<file path="config.mk">
export PLATFORM = sky130hd
export DESIGN_NAME = uart_cmd_parser_flat
export DESIGN_NICKNAME = d
export VERILOG_FILES = /design/src/rtl/uart_cmd_parser_if.sv /design/src/rtl/uart_cmd_parser.sv /design/src/flat_wrapper.sv
export SDC_FILE = /design/constraint.sdc
export NUM_CORES = 1
export LEC_CHECK = 0
export BUFFER_PORTS_ARGS = -buffer_cell sky130_fd_sc_hd__buf_4
export CAP_MARGIN = 20
export CELL_PAD_IN_SITES_DETAIL_PLACEMENT = 0
export CELL_PAD_IN_SITES_GLOBAL_PLACEMENT = 1
export CORE_MARGIN = 1.5
export CORE_UTILIZATION = 38
export CTS_BUF_LIST = sky130_fd_sc_hd__clkbuf_16
export DETAILED_ROUTE_END_ITERATION = 16
export GPL_ROUTABILITY_DRIVEN = 0
export GPL_TIMING_DRIVEN = 0
export PLACE_DENSITY = 0.92
export SETUP_SLACK_MARGIN = 0.15
export SYNTH_ARGS = -nofsm -noshare
export SYNTH_HDL_FRONTEND = slang
export SYNTH_SLANG_ARGS = --single-unit
</file>
<file path="constraint.sdc">
create_clock -name clock -period 2.86 [get_ports clock]
set_input_delay 0.286 -clock clock [delete_from_list [all_inputs] [get_ports clock]]
set_output_delay 0.286 -clock clock [all_outputs]
set_load 0.005 [all_outputs]
</file>
<file path="src/rtl/uart_cmd_parser_if.sv">
// FIFO-side handshake bundle for uart_cmd_parser: RX FIFO pop path and TX FIFO push path.
// master is the parser, slave is the UART FIFO wrapper.
interface uart_cmd_parser_if;
  logic       rx_fifo_empty;
  logic [7:0] rx_fifo_data_out;
  logic       rx_fifo_read_en;
  logic       tx_fifo_full;
  logic [7:0] tx_fifo_data_in;
  logic       tx_fifo_write_en;

  modport master (
    input  rx_fifo_empty,
    input  rx_fifo_data_out,
    output rx_fifo_read_en,
    input  tx_fifo_full,
    output tx_fifo_data_in,
    output tx_fifo_write_en
  );

  modport slave (
    output rx_fifo_empty,
    output rx_fifo_data_out,
    input  rx_fifo_read_en,
    output tx_fifo_full,
    input  tx_fifo_data_in,
    input  tx_fifo_write_en
  );
endinterface

</file>
<file path="src/rtl/uart_cmd_parser.sv">
// Collects fixed-length frames from the UART RX FIFO, matches them against a command table
// and pushes an "OKn\r\n" / "ERR\r\n" acknowledgement into the TX FIFO.
module uart_cmd_parser #(
  parameter int CLOCK_FREQUENCY = 27000000,
  parameter int CMD_LENGTH      = 4,
  parameter int NUM_CMDS        = 4,
  parameter int TIMEOUT_MS      = 10
) (
  input  logic                             clock,
  input  logic                             reset,
  input  logic [NUM_CMDS*CMD_LENGTH*8-1:0] cmd_table,
  uart_cmd_parser_if.master                fifo,
  output logic                             cmd_valid,
  output logic [3:0]                       cmd_id,
  output logic                             busy,
  output logic [7:0]                       err_count,
  output logic [7:0]                       timeout_count
);

  localparam int FRAME_W = CMD_LENGTH * 8;
  localparam int TO_TERM = TIMEOUT_MS * (CLOCK_FREQUENCY / 1000) - 1;
  localparam int TO_W    = (TO_TERM > 1) ? $clog2(TO_TERM + 1) : 1;
  localparam int IDX_W   = $clog2(CMD_LENGTH);
  localparam logic [IDX_W-1:0] LAST_IDX = IDX_W'(CMD_LENGTH - 1);
  localparam logic [TO_W-1:0]  TO_LAST  = TO_W'(TO_TERM);

  typedef enum logic [1:0] {RECV, POP, MATCH, RESP} state_t;

  state_t              state_q;
  logic [IDX_W-1:0]    index_q;
  logic [FRAME_W-1:0]  frame_q;
  logic [TO_W-1:0]     to_cnt_q;
  logic [4:0][7:0]     resp_q;
  logic [2:0]          resp_ptr_q;
  logic                rd_en_q;
  logic                wr_en_q;
  logic [7:0]          tx_data_q;
  logic                cmd_valid_q;
  logic [3:0]          cmd_id_q;
  logic                busy_q;
  logic [7:0]          err_q;
  logic [7:0]          to_count_q;

  logic [NUM_CMDS-1:0] hit_vec;
  logic                match_hit_d;
  logic [3:0]          match_id_d;

  for (genvar gi = 0; gi < NUM_CMDS; gi++) begin : g_cmp
    assign hit_vec[gi] = (frame_q == cmd_table[gi*FRAME_W +: FRAME_W]);
  end

  // Scan downwards so the lowest matching entry is the one left standing.
  always_comb begin
    match_hit_d = |hit_vec;
    match_id_d  = '0;
    for (int k = NUM_CMDS - 1; k >= 0; k--) begin
      if (hit_vec[k]) match_id_d = 4'(k);
    end
  end

  always_ff @(posedge clock) begin
    if (reset) begin
      state_q     <= RECV;
      index_q     <= '0;
      frame_q     <= '0;
      to_cnt_q    <= '0;
      resp_ptr_q  <= '0;
      rd_en_q     <= 1'b0;
      wr_en_q     <= 1'b0;
      tx_data_q   <= '0;
      cmd_valid_q <= 1'b0;
      cmd_id_q    <= '0;
      busy_q      <= 1'b0;
      err_q       <= '0;
      to_count_q  <= '0;
    end else begin
      rd_en_q     <= 1'b0;
      wr_en_q     <= 1'b0;
      cmd_valid_q <= 1'b0;
      busy_q      <= (state_q != RECV);
      case (state_q)
        RECV: begin
          // An arriving byte takes priority over a timeout due in the same cycle.
          if (!fifo.rx_fifo_empty) begin
            frame_q[{index_q, 3'b000} +: 8] <= fifo.rx_fifo_data_out;
            rd_en_q  <= 1'b1;
            to_cnt_q <= '0;
            state_q  <= POP;
          end else if (index_q != '0) begin
            if (to_cnt_q == TO_LAST) begin
              index_q  <= '0;
              to_cnt_q <= '0;
              if (to_count_q != 8'hFF) to_count_q <= to_count_q + 8'd1;
            end else begin
              to_cnt_q <= to_cnt_q + 1'b1;
            end
          end
        end
        POP: begin
          if (index_q == LAST_IDX) begin
            index_q <= '0;
            state_q <= MATCH;
          end else begin
            index_q <= index_q + 1'b1;
            state_q <= RECV;
          end
        end
        MATCH: begin
          if (match_hit_d) begin
            cmd_valid_q <= 1'b1;
            cmd_id_q    <= match_id_d;
            resp_q      <= {8'h0A, 8'h0D, 8'h30 + {4'h0, match_id_d}, 8'h4B, 8'h4F};
          end else begin
            resp_q      <= {8'h0A, 8'h0D, 8'h52, 8'h52, 8'h45};
            if (err_q != 8'hFF) err_q <= err_q + 8'd1;
          end
          resp_ptr_q <= '0;
          state_q    <= RESP;
        end
        RESP: begin
          if (!fifo.tx_fifo_full) begin
            tx_data_q <= resp_q[resp_ptr_q];
            wr_en_q   <= 1'b1;
            if (resp_ptr_q == 3'd4) begin
              resp_ptr_q <= '0;
              state_q    <= RECV;
            end else begin
              resp_ptr_q <= resp_ptr_q + 3'd1;
            end
          end
        end
        default: state_q <= RECV;
      endcase
    end
  end

  assign fifo.rx_fifo_read_en  = rd_en_q;
  assign fifo.tx_fifo_write_en = wr_en_q;
  assign fifo.tx_fifo_data_in  = tx_data_q;
  assign cmd_valid             = cmd_valid_q;
  assign cmd_id                = cmd_id_q;
  assign busy                  = busy_q;
  assign err_count             = err_q;
  assign timeout_count         = to_count_q;

endmodule

</file>
<file path="src/flat_wrapper.sv">
// flat-port wrapper written by rule: the top's interface ports become plain ports
module uart_cmd_parser_flat 
#(
  parameter int CLOCK_FREQUENCY = 27000000,
  parameter int CMD_LENGTH      = 4,
  parameter int NUM_CMDS        = 4,
  parameter int TIMEOUT_MS      = 10
)
  (clock, reset, cmd_table, cmd_valid, cmd_id, busy, err_count, timeout_count, fifo_rx_fifo_empty, fifo_rx_fifo_data_out, fifo_rx_fifo_read_en, fifo_tx_fifo_full, fifo_tx_fifo_data_in, fifo_tx_fifo_write_en);
  uart_cmd_parser_if fifo_i ();
  input  logic clock;
  input  logic reset;
  input  logic [NUM_CMDS*CMD_LENGTH*8-1:0] cmd_table;
  output logic cmd_valid;
  output logic [3:0] cmd_id;
  output logic busy;
  output logic [7:0] err_count;
  output logic [7:0] timeout_count;
  input wire logic [$bits(fifo_i.rx_fifo_empty)-1:0] fifo_rx_fifo_empty;
  input wire logic [$bits(fifo_i.rx_fifo_data_out)-1:0] fifo_rx_fifo_data_out;
  output wire logic [$bits(fifo_i.rx_fifo_read_en)-1:0] fifo_rx_fifo_read_en;
  input wire logic [$bits(fifo_i.tx_fifo_full)-1:0] fifo_tx_fifo_full;
  output wire logic [$bits(fifo_i.tx_fifo_data_in)-1:0] fifo_tx_fifo_data_in;
  output wire logic [$bits(fifo_i.tx_fifo_write_en)-1:0] fifo_tx_fifo_write_en;
  assign fifo_i.rx_fifo_empty = fifo_rx_fifo_empty;
  assign fifo_i.rx_fifo_data_out = fifo_rx_fifo_data_out;
  assign fifo_rx_fifo_read_en = fifo_i.rx_fifo_read_en;
  assign fifo_i.tx_fifo_full = fifo_tx_fifo_full;
  assign fifo_tx_fifo_data_in = fifo_i.tx_fifo_data_in;
  assign fifo_tx_fifo_write_en = fifo_i.tx_fifo_write_en;
  uart_cmd_parser #(.CLOCK_FREQUENCY(CLOCK_FREQUENCY), .CMD_LENGTH(CMD_LENGTH), .NUM_CMDS(NUM_CMDS), .TIMEOUT_MS(TIMEOUT_MS)) u_core (.clock(clock), .reset(reset), .cmd_table(cmd_table), .fifo(fifo_i), .cmd_valid(cmd_valid), .cmd_id(cmd_id), .busy(busy), .err_count(err_count), .timeout_count(timeout_count));
endmodule
</file>
# Yosys cells after proc, flatten, opt, wreduce, memory -nomap -nowiden
# Index checks and enable logic that the tools add are counted.
[word_totals]
register_bits = 129
input_bits = 140
out_inout_bits = 32
wordCells = 100
[classes]
n_lt_le_gt_ge = 1
shift = 2
reduce_logical = 19
eq_ne = 19
n_addsub = 7
bitwise_logic = 7
mux = 27
[op_table]
columns = ["operator", "n"]
rows = [
  ["32-bit equality test", 4],
  ["19-bit 2-to-1 mux", 3],
  ["32-bit bitwise mux", 1],
  ["8-bit by 7-bit variable shift with 32-bit output, first input constant", 1],
  ["8-bit by 7-bit variable part select with 32-bit output", 1],
  ["8-bit binary-select mux with 3-bit select", 1],
  ["2-bit 2-to-1 mux", 12],
  ["19-bit by 1-bit adder with 19-bit output, second input constant", 1],
  ["19-bit equality test, second input constant", 1],
  ["8-bit by 1-bit adder with 8-bit output, second input constant", 2],
  ["8-bit inequality test, second input constant", 2],
  ["13-bit 2-to-1 mux", 1],
  ["2-bit AND reduction", 6],
  ["8-bit 2-to-1 mux", 1],
  ["2-bit by 1-bit inequality test with 1-bit output, second input constant", 4],
  ["2-bit case mux with 4 select lines", 1],
  ["2-bit nonzero test", 4],
  ["6-bit by 2-bit adder with 7-bit output, first input constant", 1],
  ["5-bit negator with 7-bit output", 1],
  ["1-bit inverter", 7],
  ["2-bit equality test, second input constant", 3],
  ["3-bit 2-to-1 mux", 2],
  ["2-bit inequality test, second input constant", 3],
  ["3-bit case mux with 2 select lines", 1],
  ["other kinds (13)", 18],
]

# Longest topological paths before layout
# Gate-level depths: netlist (run 1).
[depth]
word_depth = 6
depth_mapped = 10
ltp_nobuf = 9

# Worst setup path after synthesis (run 1)
# No wires, ideal clock.
[synth_path]
kind = "register to register"
from = "reg u_core.index_q[0]"
to = "reg u_core.to_cnt_q[18]"
slack_ns = 0.443
period_less_slack_ns = 2.417
t_required_ns = 2.742
n_path_buf = 1
path_stages_with_launch = 11
setup_ns = 0.118
arrival_time_ns = 2.299
cell_sequence = "dfxtp_1 -> inv_1 -> ha_1 -> clkbuf_8 -> a211oi_2 -> nand3_1 -> or3_1 -> nor2_1 -> and3_1 -> xnor2_1 -> nor2_1"
[synth_between]
elab_chain_len = 3
[synth_lines]
columns = ["item", "line_no", "text"]
rows = [
  ["from (decl)", "uart_cmd_parser.sv:30", "logic [IDX_W-1:0] index_q;"],
  ["from (signal assigned)", "uart_cmd_parser.sv:104", "index_q <= index_q + 1'b1;"],
  ["2-bit nonzero test", "uart_cmd_parser.sv:89", "end else if (index_q != '0) begin"],
  ["2-bit by 1-bit inequality test with 1-bit output (no source line)", "-", ""],
  ["2-bit AND reduction (no source line)", "-", ""],
  ["to (signal assigned)", "uart_cmd_parser.sv:95", "to_cnt_q <= to_cnt_q + 1'b1;"],
  ["to (decl)", "uart_cmd_parser.sv:32", "logic [TO_W-1:0] to_cnt_q;"],
]
# Every way passes these cells.
# A chain may end at the register's enable or synchronous reset.

# Worst setup path after layout (run 1)
[layout_path]
from = "reg u_core.frame_q[15]"
to = "reg u_core.resp_q[12] in the netlist's numbering (data pin)"
[layout_between]
elab_chain_len = 3
word_cells_on_any_way = 6
classes_between = "eq/ne: 4; mux: 1; reduce/logical: 1"
[layout_lines]
columns = ["item", "line_no", "text"]
rows = [
  ["from (decl)", "uart_cmd_parser.sv:31", "logic [FRAME_W-1:0] frame_q;"],
  ["from (signal, indexed assignment)", "uart_cmd_parser.sv:85", "frame_q[{index_q, 3'b000} +: 8] <= fifo.rx_fifo_data_out;"],
  ["32-bit equality test", "uart_cmd_parser.sv:49", "assign hit_vec[gi] = (frame_q == cmd_table[gi*FRAME_W +: FRAME_W]);"],
  ["4-bit OR reduction (*)", "uart_cmd_parser.sv:54", "match_hit_d = |hit_vec;"],
  ["named net u_core.match_hit_d", "uart_cmd_parser.sv:45", "logic match_hit_d;"],
  ["13-bit 2-to-1 mux (*)", "uart_cmd_parser.sv:109", "if (match_hit_d) begin"],
  ["to (signal assigned)", "uart_cmd_parser.sv:112", "resp_q <= {8'h0A, 8'h0D, 8'h30 + {4'h0, match_id_d}, 8'h4B, 8'h4F};"],
  ["to (signal assigned)", "uart_cmd_parser.sv:114", "resp_q <= {8'h0A, 8'h0D, 8'h52, 8'h52, 8'h45};"],
  ["to (decl)", "uart_cmd_parser.sv:33", "logic [4:0][7:0] resp_q;"],
]
# Mark *: on every way through the listed nets, which the timed path passes. The rest lies on a longest branch.

==> results of run 1 <==
==> layout by cell type, fill, tap and decap left out, types with 3 or more instances in the layout <==
cell	n
a21oi_1	58
a31oi_1	4
and2_1	4
and3_1	3
buf_2	31
buf_4	173
clkbuf_1	15
clkbuf_16	10
conb_1	3
dfxtp_1	86
edfxtp_1	6
ha_1	11
inv_1	16
mux2i_1	3
nand2_1	76
nand2b_1	4
nand3_1	42
nand4_1	43
nor2_1	53
nor3_1	11
nor3b_1	4
nor4_1	10
nor4_2	3
o21ai_0	13
or3_1	8
xnor2_1	136
xor2_1	10
==> cell type report <==
type | count | area [µm²]
multi-input combinational | 533 | 3440
inverter | 16 | 60.1
fill | 1426 | 7030
buffer | 54 | 277
sequential | 93 | 1920
clock buffer | 10 | 250
timing repair buffer | 169 | 1270
clock inverter | 6 | 58.8
tap | 184 | 230
==> final timing paths <==
path,from,endpoint,cells past startpoint
min reg2reg,u_core.fifo.tx_fifo_data_in[5],u_core.fifo.tx_fifo_data_in[5],2
max reg2reg,u_core.frame_q[15],u_core.resp_q[12],8
min,fifo_rx_fifo_empty,u_core.fifo.rx_fifo_read_en,2
max,u_core.frame_q[15],u_core.resp_q[12],8
==> critical path: stages (launching register included) <==
cell and delay [ns]:
dfxtp_1 0.30, clkbuf_2 0.17, xnor2_1 0.21, nand4_1 0.12, nor4_2 0.45, nand2_1 0.19, nand4_1 0.37, buf_2 0.32
inv_1 0.08
==> layer usage <==
metal  vias to the layer above  wire, µm  global-route usage [%]
met5                         -         0                       0
met4                         0       380                    7.15
met3                        22      1010                    3.98
met2                       171      7500                    34.6
met1                      2430      6870                    24.9
li1                       2720         -                       -
==> timing repair <==
action	in CTS	in global routing
pin swaps	1	0
setup endpoints to repair	3	21
resized for setup	2	5
setup buffers	1	0
==> through the flow <==
step	TNS [ns]	util, %	std cells
floorplan	0	-	696
global placement	0	49.2	1048
detailed placement	-0.0678	49.2	1048
CTS	0	51.5	1065
global route	0	51.7	1065
finish	0	51.7	1065
==> power by group <==
part / total [µW] / internal, µW / leakage (µW) / switching [µW]
Clock: 1240 / 726 / 0.000149 / 514
Combinational: 445 / 250 / 0.00191 / 195
Sequential: 1330 / 1320 / 0.000754 / 9.28
Total: 3010 / 2300 / 0.00281 / 718
==> Yosys cell counts (2+ instances only) <==
library cell / instances / share of area (%)
edfxtp_1: 6 / 3.2
inv_1: 16 / 1.1
nand2b_1: 4 / 0.44
and2_1: 4 / 0.44
a21o_1: 2 / 0.27
nor4_1: 13 / 1.4
clkbuf_1: 15 / 1.0
mux2i_1: 3 / 0.53
and3_1: 3 / 0.33
nor3b_1: 4 / 0.53
xor2_1: 10 / 1.5
buf_2: 31 / 2.7
o31ai_1: 3 / 0.40
or4_1: 2 / 0.27
nor2b_1: 2 / 0.22
o21ai_0: 13 / 1.2
nand4_1: 43 / 4.8
a31oi_1: 4 / 0.44
nor2_1: 53 / 3.5
a21oi_1: 58 / 5.1
nand2_1: 76 / 5.0
ha_1: 11 / 2.4
a22oi_1: 2 / 0.27
nand3_1: 43 / 3.8
buf_4: 4 / 0.53
nor3_1: 11 / 0.97
xnor2_1: 136 / 21
clkbuf_2: 2 / 0.18
dfxtp_1: 87 / 31
nand3b_1: 2 / 0.27
or3_1: 8 / 0.88
==> kinds of logic (layout without fill, tap and decap cells) <==
| family | count (synthesis) | in the layout | share of synthesized area, % |
|---|---|---|---|
| buf+inv | 70 | 255 | 5.95 |
| xor+xnor | 146 | 146 | 22.6 |
| fa+ha+maj | 11 | 11 | 2.43 |
| flops | 93 | 93 | 34.0 |
| other cells | 1 | 3 | 0.0663 |
| simple gates | 277 | 277 | 24.8 |
| mux | 4 | 4 | 0.730 |
| compound gates | 92 | 92 | 9.45 |
==> flip-flops by register name (all words and copies together), names as in the netlist <==
register and cells:
u_core.cmd_valid 1, u_core.index_q 2, u_core.state_q 2, u_core.fifo.tx_fifo_data_in 7, u_core.timeout_count 8, u_core.to_cnt_q 19, u_core.err_count 8, u_core.fifo.rx_fifo_read_en 1
u_core.cmd_id 2, u_core.resp_ptr_q 3, u_core.busy 1, u_core.fifo.tx_fifo_write_en 1, u_core.resp_q 6, u_core.frame_q 32
==> results.txt, run 1 <==
- The run finished with clean final reports.
- Overall routed net length: 15800 µm
- CTS root buffer: clkbuf_16
- Hold is met by 0.205 ns.
- Along the worst path, the maximum fanout reaches 11.
- The first routing iteration left 278 violations.
- For the worst setup path, the data arrival time is 2.56 ns.
* Max_cap viols: 0
- Summing every instance area after synthesis gives 5660 µm².
* Number of remaining DRC errors: 0
- For this run, the leading register cell type out of synthesis is dfxtp_1.
* Register bit total from synthesis: 93
* VDD IR max: 216 µV
- For the pin with the worst max-slew slack, the measured transition is 1.05 ns.
- TritonCTS built the clock tree.
- Post-layout minimum cycle time: 2.47 ns
* Relative slew slack: 29.1%
- Remaining antenna violation count after routing: 0
- Type of element launching the critical path: register
- For the worst-skew pair, the clock arrives at the later sink with an insertion delay of 0.35 ns.
- Timing would allow up to 405 MHz.
- Avg Vias per Cell: 5.02
- The die is 125 µm wide.
- Global routing used 20.0% of the available tracks across all layers.
- The total count of max-transition violations in the final report came to 0.
- Total die area: 15600 µm²
* Sinks on Clock Net: 93
- After global routing the overflow that remains totals 0.
* Placeable core region: 14500 µm²
* Count of pins on the block boundary: 172
- Final setup violation count: 0
* Final clock period utilization by the worst path: 86.4%
- The HPWL after detailed placement is 12200 µm.
- The initial antenna violation count was 0.
- Yosys mapped a number of flops with a built-in enable equal to 6.
* Post-placement setup slack: -0.0678 ns
- STA classifies the critical path endpoint as a register.
- The min-delay analysis places its worst path in the category primary input to register.
- For this run, the post-layout net count is 1027.
- The first TritonRoute pass finished after 5 iterations.
* Worst Setup Slack, final: 0.390 ns
- Instance area after placement: 7150 µm²
* Number of standard cells after synthesis: 694
* Share of layout cells above drive strength 1: 27.0%
- Number of buffers added to fix hold violations after cts: 0
- Final hold viol count: 0
- Across all register-to-register paths, the minimum setup slack is 0.39 ns.
- Total power draw: 3010 µW
* Start-to-end type of the worst setup path: register to register
* Total via count after detailed routing: 5343
- The via count of the first global-routing pass is 5132.
- In the synthesized netlist the async set-or-reset flop fraction comes to 0%.
- A synthesized cell averages 8.15 µm².
* Quantity of I/O buffers inserted on ports: 168
* Clock tree skew after final layout: 0.00935 ns
- Maximum level of the CTS H-tree: 3
- Sequential elements use 34.0% of the synthesized area.
- Counting distinct cell types in the post-synthesis netlist gives 54.
- During synthesis, Yosys emitted a total of 0 warnings.
- Summing all non-filler instances in the final layout gives an area of 7510 µm².
- Antenna Cells: 0
- Inserted Clock Buffers: 9
- Setup repair after global routing missed its margin: false
* Routed WL per cell: 14.8 µm
- Clock input transition at the sequential cells of the worst setup and hold paths: 0.06 ns
- Largest buffer count on any clock path: 2
- In this run the static leakage power is 0.00281 µW.
- The first global-routing pass estimated 25400 µm of wire.
- Pin count of the biggest net entering global routing: 16
* Die H: 125 µm
- The floorplan has 44 rows.
- From synthesis to final layout, the design area changed by 32.8%.
* Worst endpoint required time: 2.95 ns
- Initial Util: 38.9%
- Total power per unit cell area: 401 nW/µm²
No activity file was read; power rests on OpenSTA's default activity.
==> run 2, diff against run 1 <==
--- a/config.mk
+++ b/config.mk
@@ -5,17 +5,17 @@
 export SDC_FILE = /design/constraint.sdc
 export NUM_CORES = 1
 export LEC_CHECK = 0
-export BUFFER_PORTS_ARGS = -buffer_cell sky130_fd_sc_hd__buf_4
 export CAP_MARGIN = 20
 export CELL_PAD_IN_SITES_DETAIL_PLACEMENT = 0
 export CELL_PAD_IN_SITES_GLOBAL_PLACEMENT = 1
 export CORE_MARGIN = 1.5
-export CORE_UTILIZATION = 38
+export CORE_UTILIZATION = 46
 export CTS_BUF_LIST = sky130_fd_sc_hd__clkbuf_16
 export DETAILED_ROUTE_END_ITERATION = 16
+export DONT_BUFFER_PORTS = 1
 export GPL_ROUTABILITY_DRIVEN = 0
 export GPL_TIMING_DRIVEN = 0
-export PLACE_DENSITY = 0.92
+export PLACE_DENSITY = 0.91
 export SETUP_SLACK_MARGIN = 0.15
 export SYNTH_ARGS = -nofsm -noshare
 export SYNTH_HDL_FRONTEND = slang
==> run 2 against run 1 <==
Clock-buffer cell count decreased by 1. Sequential share of layout area rose by 5.4 points. Highest routed layer unchanged. Cell count down 19%. Power is 7.7% lower. Critical endpoint is now u_core.to_cnt_q[18]. Cell area decreased by 18%. Hold slack got worse by 0.18 ns. Register-to-register slack got worse by 0.10 ns. Sequential power about the same. Global-route usage rose by 3.4 points. Critical path depth rose by 2.
==> results.txt, run 2 (synthesis results as in run 1) <==
- The run finished with clean final reports.
- Vias in the first global route: 4680
- VDD IR max: 337 µV
- Pin placement for this block handled 172 I/O pins.
- Counting I/O delays and the setup requirement, the final critical path takes 2.57 ns.
* Post-route cell area: 6190 µm²
- Violation count after the first detailed-route iteration: 302
- After global routing the overflow that remains totals 0.
- Antenna Cells: 0
* Row count: 40
- Depth of the worst register-to-register path: 10
* Inserted Clock Buffers: 9
- The first detailed-routing pass ran for 5 iterations.
* Final hold viol count: 0
* Worst Setup Slack, final: 0.287 ns
- The detail route stage leaves a number of antenna-violating nets equal to 0.
- Pin slew with the least headroom to its limit: 1.01 ns
* Routed WL per cell: 17.7 µm
- Final Instance Count excl. Fillers: 864
* Total power draw: 2780 µW
* Achievable frequency: 389 MHz
* Quantity of I/O buffers inserted on ports: 0
- Register with the most flip-flops: u_core.frame_q
- In the layout the commonest cells are xnor2_1 (136), dfxtp_1 (86), nand2_1 (76), a21oi_1 (58), nor2_1 (53).
* Total via count after detailed routing: 4854
* Final clock period utilization by the worst path: 90.0%
* Insertion delay of the later-clocked pin in the worst-skew pair: 0.35 ns
* Post-placement setup slack: -0.0130 ns
- The worst register-to-register path ends at u_core.to_cnt_q[18].
- Pin count of the biggest net entering global routing: 16
* Registers with the most flip-flops: u_core.frame_q (32), u_core.to_cnt_q (19)
- STA classifies the critical path endpoint as a register.
* Post-Place Cells: 843
- Final setup violation count: 0
* Clock tree skew after final layout: 0.00794 ns
* Minimum setup slack among reg-to-reg paths: 0.29 ns
- In this run the static leakage power is 0.00200 µW.
* Max_cap viols: 0
- The min-delay analysis places its worst path in the category primary input to register.
* Placed wire-length estimate after detailed placement: 11700 µm
- The initial utilization of the core area, before any placement, comes to 47.1%.
* Global router's overall resource usage: 23.4%
- Aggregate negative setup slack: 0 ns
* Relative slew slack: 32.4%
- Critical path origin: u_core.index_q[0]
- The most critical setup path has its endpoint at u_core.to_cnt_q[18].
- Wire length of the first global-routing pass: 23500 µm
- Placeable core region: 12000 µm²
- Max FO, Critical Path: 8
* Start-to-end type of the worst setup path: register to register
- Setup repair after global routing left no endpoint under its margin.
- The floorplan step set the die height to 114 µm.
- Clock tree synthesis selected as its root buffer the cell clkbuf_16.
* # nets final: 863
* Overall routed net length: 15300 µm
- The register with the most flip-flops in the layout has 32 of them.
* Area delta synth->final: 9.49%
* Largest buffer count on any clock path: 2
- Maximum level of the CTS H-tree: 3
* Number of remaining DRC errors: 0
- Clock-pin slew was measured on the worst setup and hold paths at 0.07 ns.
- After clock tree synthesis, the flow added hold-fix buffers numbering 0.
- Worst reg2reg startpoint: u_core.index_q[0]
- The clock net in this run drives a total of 93 sinks.
* Leading cell type in the layout, fill and taps excluded: xnor2_1
- Worst path arrival time: 2.81 ns
* Filler cell count: 1115
* Type of element launching the critical path: register
- The total count of max-transition violations in the final report was 0.
* Worst endpoint required time: 3.09 ns
* Total die area: 13000 µm²
- Power spread over the standard cell area amounts to 450 nW/µm².
- The die is 114 µm wide.
* CTS tree: done
- Instance area after placement: 5850 µm²
* Antenna violations before repair: 0
- After detailed routing, the number of vias per cell comes to 5.62.
* Share of layout cells above drive strength 1: 9.90%
-- run 2: changes by cell type in the layout (fill, tap and decap cells not counted) --
cell	previous run	this run
clkbuf_2	2	3
nor4_2	3	2
clkbuf_16	10	9
clkinv_2	1	2
nor4_1	10	11
inv_6	1	0
o31ai_1	2	3
o31ai_2	1	0
buf_4	173	8
inv_1	16	17
-- run 2: final cells by class --
type	count	area (µm²)	area share [%]
Buffer	54	277	4.47
Clock buffer	9	225	3.64
Clock inverter	7	58.8	0.950
Inverter	16	60.1	0.970
Multi-Input combinational cell	533	3430	55.4
Sequential cell	93	1920	31.1
Tap cell	147	184	2.97
Timing Repair Buffer	5	35.0	0.566
-- run 2: timing repair --
item,4_1_cts,5_1_grt
resized for setup,2,3
pin swaps,0,2
setup buffers,0,4
endpoints found under the setup margin,3,12
-- run 2: metrics by stage --
step,hold slack [ns],util [%]
finish,0.0294,51.6
global route,0.0258,51.6
CTS,0.0171,51.1
detailed placement,0.377,48.7
global placement,0.368,48.7
floorplan,0.363,-
-- run 2: how the worst min path moves through the flow --
stage / start / to / slack (ns) / cells past startpoint
5_1_grt: fifo_rx_fifo_empty / u_core.fifo.rx_fifo_read_en / 0.03 / 1
4_1_cts: fifo_rx_fifo_empty / u_core.fifo.rx_fifo_read_en / 0.02 / 1
2_1_floorplan: fifo_rx_fifo_empty / u_core.fifo.rx_fifo_read_en / 0.36 / 1
3_3_place_gp: fifo_rx_fifo_empty / u_core.fifo.rx_fifo_read_en / 0.37 / 1
6_report: fifo_rx_fifo_empty / u_core.fifo.rx_fifo_read_en / 0.03 / 1
3_5_place_dp: fifo_rx_fifo_empty / u_core.fifo.rx_fifo_read_en / 0.38 / 1
-- run 2: report_power, final --
part	switching, µW	total, µW	leakage [µW]	internal, µW
Clock	509	1170	0.000141	666
Sequential	9.73	1330	0.000754	1320
Combinational	143	279	0.00110	136
Total	662	2780	0.00200	2120
-- run 2: worst max-delay path, stage by stage, from the launching register on --
cell      delay [ns]
dfxtp_2         0.41
inv_1           0.12
ha_1            0.23
clkbuf_8        0.16
a211oi_4        0.38
nand3_2         0.20
or3_1           0.40
nor2_1          0.17
and3_1          0.21
xnor2_1         0.13
nor2_1          0.05
-- run 2: metal layers --
layer	up-vias	GRT usage (%)	routed length, µm
met5	-	0	0
met4	0	9.25	383
met3	23	7.23	1330
met2	218	41.4	7500
met1	2220	26.3	6060
li1	2393	-	-
